## config.mk

```make
export PLATFORM = sky130hd
export DESIGN_NAME = shift_request_sequencer
export DESIGN_NICKNAME = d
export VERILOG_FILES = /design/src/rtl/shift_request_sequencer.sv
export SDC_FILE = /design/constraint.sdc
export NUM_CORES = 1
export LEC_CHECK = 0
export CORE_MARGIN = 2
export CORE_UTILIZATION = 44
export CTS_CLUSTER_SIZE = 10
export DETAILED_ROUTE_END_ITERATION = 16
export PLACE_DENSITY = 0.88
export SYNTH_ARGS = -nofsm -noshare
export SYNTH_HDL_FRONTEND = slang
export SYNTH_SLANG_ARGS = --single-unit
```

## constraint.sdc

```tcl
create_clock -name clk -period 2.36 [get_ports clk]
set_clock_uncertainty 0.05 [all_clocks]
set_input_delay 0.59 -clock clk [delete_from_list [all_inputs] [get_ports clk]]
set_output_delay 0.59 -clock clk [all_outputs]
set_load 0.02 [all_outputs]
```

## src/rtl/shift_request_sequencer.sv

```systemverilog
// Sequential front-end for an 8-bit combinational barrel shifter: splits a 0..31 left shift
// into passes of at most 7, feeding the shifter output back as the next pass input.
module shift_request_sequencer #(
  parameter int DATA_W   = 8,
  parameter int AMT_W    = 5,
  parameter int MAX_STEP = 7
) (
  input  logic              clk,
  input  logic              rst_n,
  input  logic              in_valid,
  output logic              in_ready,
  input  logic [DATA_W-1:0] in_data,
  input  logic [AMT_W-1:0]  in_amt,
  output logic [DATA_W-1:0] sh_x,
  output logic [2:0]        sh_y,
  input  logic [DATA_W-1:0] sh_z,
  output logic              out_valid,
  input  logic              out_ready,
  output logic [DATA_W-1:0] out_data,
  output logic              busy
);

  typedef enum logic [1:0] {IDLE, RUN, DONE} state_t;

  state_t            state_q;
  logic [DATA_W-1:0] acc_q;
  logic [AMT_W-1:0]  rem_q;
  logic [DATA_W-1:0] outData_q;
  logic              outValid_q;

  logic [2:0]        step;
  logic              lastPass;

  // Each pass shifts by the largest amount the shifter can do; the final pass takes the remainder.
  always_comb begin
    lastPass = (rem_q <= AMT_W'(MAX_STEP));
    step     = lastPass ? rem_q[2:0] : 3'(MAX_STEP);
  end

  assign in_ready  = (state_q == IDLE);
  assign busy      = (state_q != IDLE);
  assign sh_x      = (state_q == RUN) ? acc_q : '0;
  assign sh_y      = (state_q == RUN) ? step  : 3'd0;
  assign out_valid = outValid_q;
  assign out_data  = outData_q;

  always_ff @(posedge clk or negedge rst_n) begin
    if (!rst_n) begin
      state_q    <= IDLE;
      acc_q      <= '0;
      rem_q      <= '0;
      outData_q  <= '0;
      outValid_q <= 1'b0;
    end else begin
      case (state_q)
        IDLE: begin
          if (in_valid) begin
            acc_q   <= in_data;
            rem_q   <= in_amt;
            state_q <= RUN;
          end
        end
        RUN: begin
          acc_q <= sh_z;
          rem_q <= rem_q - AMT_W'(step);
          if (lastPass) begin
            outData_q  <= sh_z;
            outValid_q <= 1'b1;
            state_q    <= DONE;
          end
        end
        DONE: begin
          // Result stays put until the consumer takes it; no new request meanwhile.
          if (out_ready) begin
            outValid_q <= 1'b0;
            state_q    <= IDLE;
          end
        end
        default: state_q <= IDLE;
      endcase
    end
  end

endmodule
```

**Word level (Yosys, flattened, before mapping)**

Cells that the tools add are included.

- Flip-flop bits (word level): 24
- Bits in latches: 0
- RAM bits: 0
- ROM bits: 0
- Input port bits: 25
- Output and inout port bits: 22
- Logic and storage cells: 34
- Memories: 0

- $add $sub $neg: 1
- Multipliers: 0
- Div/mod/pow operators: 0
- Order comparisons: 1
- Equality and inequality tests: 5
- Shifts and indexed selects: 0
- Muxes and demuxes: 14
- Bitwise operators: 0
- Reductions and logical operators: 8

Operator list:

| cell | count |
|---|---|
| two-way mux 8 bit | 2 |
| one-hot mux 8 bit (2 select lines) | 1 |
| one-hot mux 5 bit (2 select lines) | 1 |
| two-way mux 2 bit | 3 |
| two-way mux 3 bit | 2 |
| inequality test 2 bit (second input constant) | 3 |
| one-hot mux 2 bit (3 select lines) | 1 |
| AND reduction 3 bit | 2 |
| nonzero test 2 bit | 3 |
| <= comparator 5 x 3 -> 1 bit (second input constant) | 1 |
| two-way mux 5 bit | 1 |
| subtractor 5 x 3 -> 5 bit | 1 |
| AND reduction 2 bit | 2 |
| equality test 2 x 1 -> 1 bit (second input constant) | 1 |
| equality test 2 bit (second input constant) | 1 |
| zero test 2 bit | 1 |
| two-way mux 1 bit | 2 |
| one-hot mux 1 bit (2 select lines) | 1 |

**Logic depth before layout (Yosys ltp)**

- Depth in word-level cells: 4
- Mapped depth: 7
- Gate-level depth less buffers: 6

**Worst setup path after synthesis**

No wires, ideal clock.

- Kind: register -> output
- Start point: register state_q[0]
- End point: output port sh_y[0]
- Arrival time: 1.476 ns
- Required time: 1.720 ns
- Setup slack: 0.244 ns
- Stages on the path, launching flop included: 5
- Cells stage by stage: dfrtp_1 > buf_2 > nor2b_1 > clkbuf_1 > a21boi_0

- Longest elaborated chain between the ends: 2

Ends and longest elaborated chain:

| item | RTL line | RTL |
|---|---|---|
| from (decl) | 25 | `state_t state_q;` |
| from (signal assigned) | 49 | `state_q <= IDLE;` |
| from (signal assigned) | 60 | `state_q <= RUN;` |
| from (signal assigned) | 69 | `state_q <= DONE;` |
| equality test 2 x 1 -> 1 bit | 43 | `assign sh_y = (state_q == RUN) ? step : 3'd0;` |
| two-way mux 3 bit | 43 |  |
| to (decl) | 15 | `output logic [2:0] sh_y,` |

No other way between the ends.

**Worst setup path in the final report**

- Start point: register rem_q[3]
- End point: output port sh_y[2]

- Longest elaborated chain between the ends: 3

Ends and longest elaborated chain:

| item | RTL line | RTL |
|---|---|---|
| from (decl) | 27 | `logic [AMT_W-1:0] rem_q;` |
| from (signal assigned) | 59 | `rem_q <= in_amt;` |
| from (signal assigned) | 65 | `rem_q <= rem_q - AMT_W'(step);` |
| <= comparator 5 x 3 -> 1 bit | 36 | `lastPass = (rem_q <= AMT_W'(MAX_STEP));` |
| two-way mux 3 bit | 37 | `step = lastPass ? rem_q[2:0] : 3'(MAX_STEP);` |
| two-way mux 3 bit | 43 |  |

No other way between the ends.

==> flow_summary.yaml <==
cts:
  cts-root-buf: "clkbuf_4"
  ctsHoldBuffers: 0
  cts-buffers-inserted: 3
  cts_tree: "done"
  clkSinkCount: 24
  cts_max_level: 1
  cts_max_path_buffers: 2
  insertion_delay_ns: 0.30
  cts_setup_buffers: 0
  clkSlewWorstSetupHoldPaths_ns: 0.13
detailed_routing:
  drt_iter0_drc: 32
  drt-total-wl_mm: 3.26
  ant_nets: 0
  via_per_inst: 5.67
  detail_route.first_pass.iterations: 4
  num_vias: 1174
  drc: 0
  wl_per_cell_um: 15.8
synthesis:
  syn_nets: 153
  synth_cell_types: 32
  syn_avg_cell_area_um2: 10.0
  synth_top_area_share_pct: 47.2
  synth_top_area_cell: "dfrtp_1"
  synthFlopType: "dfrtp_1"
  synth_area_um2: 1270
  async_flop_share_pct: 100
  synthCells: 127
  yosys_warnings: 0
  synth_edf_count: 0
  synthTopCellsByArea: "dfrtp_1, mux2_2, a22oi_1"
  yosysSeqAreaShare_pct: 47.2
  yosysMostFrequentCell: "dfrtp_1"
  synth_common_cells: "dfrtp_1, nor2b_1, o21ai_0"
  ys_ff_latch: 24
placement:
  dp_hpwl_mm: 2.42
  dp.cells: 204
  numPortBuffers: 46
  placed_area_um2: 1800
  finalWeightedCongestion: 0.865
grt:
  grt_pass1_vias: 1155
  grt_pass1_wl_mm: 5.47
  grt.total_usage_pct: 21.0
  grt_max_degree: 25
  antenna_found_initial: 0
  globalRouteOverflowTotal: 0
power:
  ir_drop_mv: 0.983
  power.density_nw_per_um2: 1440
  p_leak_nw: 0.794
critical_path:
  r2r_cells: 6
  required_ns: 1.72
  r2r-end: "rem_q[4]"
  cp-end-kind: "primary output"
  r2r_setup_slack_ns: 0.57
  crit_arrival_ns: 1.58
  crit_start: "rem_q[3]"
  startpoint_type: "flip-flop"
  path_class: "flip-flop to primary output"
  r2r-start: "rem_q[3]"
  cp_max_fo: 7
cells_and_area:
  final_core_util_pct: 65.5
  final_cell_area_um2: 1810
  stdcell_count: 207
  final_nets: 204
  area_delta_synth_final_pct: 42.1
  drive_gt1_share_pct: 14.8
  antenna_cells: 0
die:
  core_um2: 2760
  die_area_um2: 3340
  ios: 47
  rows: 19
  initial_utilization_pct: 46.1
  die_h_um: 57.8
  die-width_um: 57.8
timing:
  finalSetupViolCount: 0
  rsz0062_at_grt: "no"
  hold_violations: 0
  slew_violations: 0
  fmax_mhz: 451
  slew_headroom_pct: 67.6
  period_needed_ns: 2.22
  timing.setup.tns_ns: 0
  fin_crit_sh_pct: 94.0
  tightest_slew_ns: 0.484
hold_path:
  min_path_type: "flip-flop to flip-flop"
  hold_path_depth: 1
  hold_start: "out_data[0]"
  hold_end: "out_data[0]"
status:
  status: "complete, no violations"
job:
  maxCapViolCount: 0
## where the power goes
group	internal [mW]	total [mW]	switching, mW
Sequential	0.624	0.786	0.162
Clock	0.0596	0.176	0.117
Combinational	0.779	1.64	0.858
Total	1.46	2.60	1.14
## layout make-up
class,instances,area (um^2)
inverter,4,15.0
sequential,24,601
clock buffer,3,22.5
multi-input combinational,90,622
tap,31,38.8
fill,220,951
timing repair buffer,55,508
## routing by layer
| metal | share of wire, % | vias to the layer above | track usage [%] |
|---|---|---|---|
| met5 | 0 | - | 0 |
| met1 | 45 | 561 | 29.7 |
| met4 | 1.1 | 0 | 5.65 |
| met2 | 47 | 55 | 33.9 |
| li1 | - | 552 | - |
| met3 | 7.0 | 6 | 2.90 |
## how the worst max path moves through the flow
| stage | end | slack (ns) | cells past startpoint |
|---|---|---|---|
| 3_5_place_dp | sh_y[0] | 0.16 | 4 |
| 4_1_cts | sh_y[0] | 0.09 | 4 |
| 5_1_grt | sh_x[2] | 0.04 | 4 |
| 2_1_floorplan | sh_y[0] | 0.24 | 4 |
| 3_3_place_gp | sh_y[0] | 0.23 | 4 |
| 6_report | sh_y[2] | 0.14 | 3 |
## per-stage QoR
| stage | setup WS (ns) | power [mW] | hold WS [ns] |
|---|---|---|---|
| 3_3_place_gp | 0.225 | 2.45 | 0.440 |
| 5_1_grt | 0.0401 | 2.79 | 0.482 |
| 3_5_place_dp | 0.163 | 2.52 | 0.446 |
| 4_1_cts | 0.0913 | 2.61 | 0.475 |
| 2_1_floorplan | 0.244 | 1.80 | 0.244 |
| 6_report | 0.142 | 2.60 | 0.472 |
## timing repair
action                                  in CTS  in global routing
gates cloned                                 0                  0
endpoints found under the setup margin      13                  1
pin swaps                                    0                  0
gates resized for setup                     14                  3
## state kept, by name, indices dropped and copies added, names as in the netlist
register,flops
rem_q,5
acc_q,8
out_data,8
state_q,2
out_valid,1
## critical path: stages, from the launching register on
cell,delay [ns]
dfrtp_1,0.47
or2_4,0.32
o21a_1,0.17
dlygate4sd2_1,0.31
## kinds of logic after synthesis
| logic type | after synthesis | share of synthesized area [%] |
|---|---|---|
| muxes | 9 | 7.87 |
| AOI/OAI and AO/OA | 43 | 22.1 |
| buffers and inverters | 13 | 4.04 |
| adders and majority gates | 1 | 0.984 |
| and+or+nand+nor | 37 | 17.7 |
| DFF | 24 | 47.2 |
## layout by cell type, fill, tap and decap left out, drive strengths merged
cell,instances
ha,1
dlygate4sd2,12
a22o,1
dfrtp,24
and2b,2
o21bai,2
a32o,1
mux2,8
a21boi,1
o21ai,11
buf,9
clkdlybuf4s50,33
and2,9
nand3,1
a22oi,10
a21oi,9
o211ai,1
or2,2
or3,1
a32oi,1
nor2b,11
o311ai,1
a31o,2
inv,4
o21a,2
nand2,5
nand2b,2
mux2i,1
nor2,1
nor3,3
clkbuf,4
a211oi,1
Note: power is estimated with default switching activity, not from simulation.
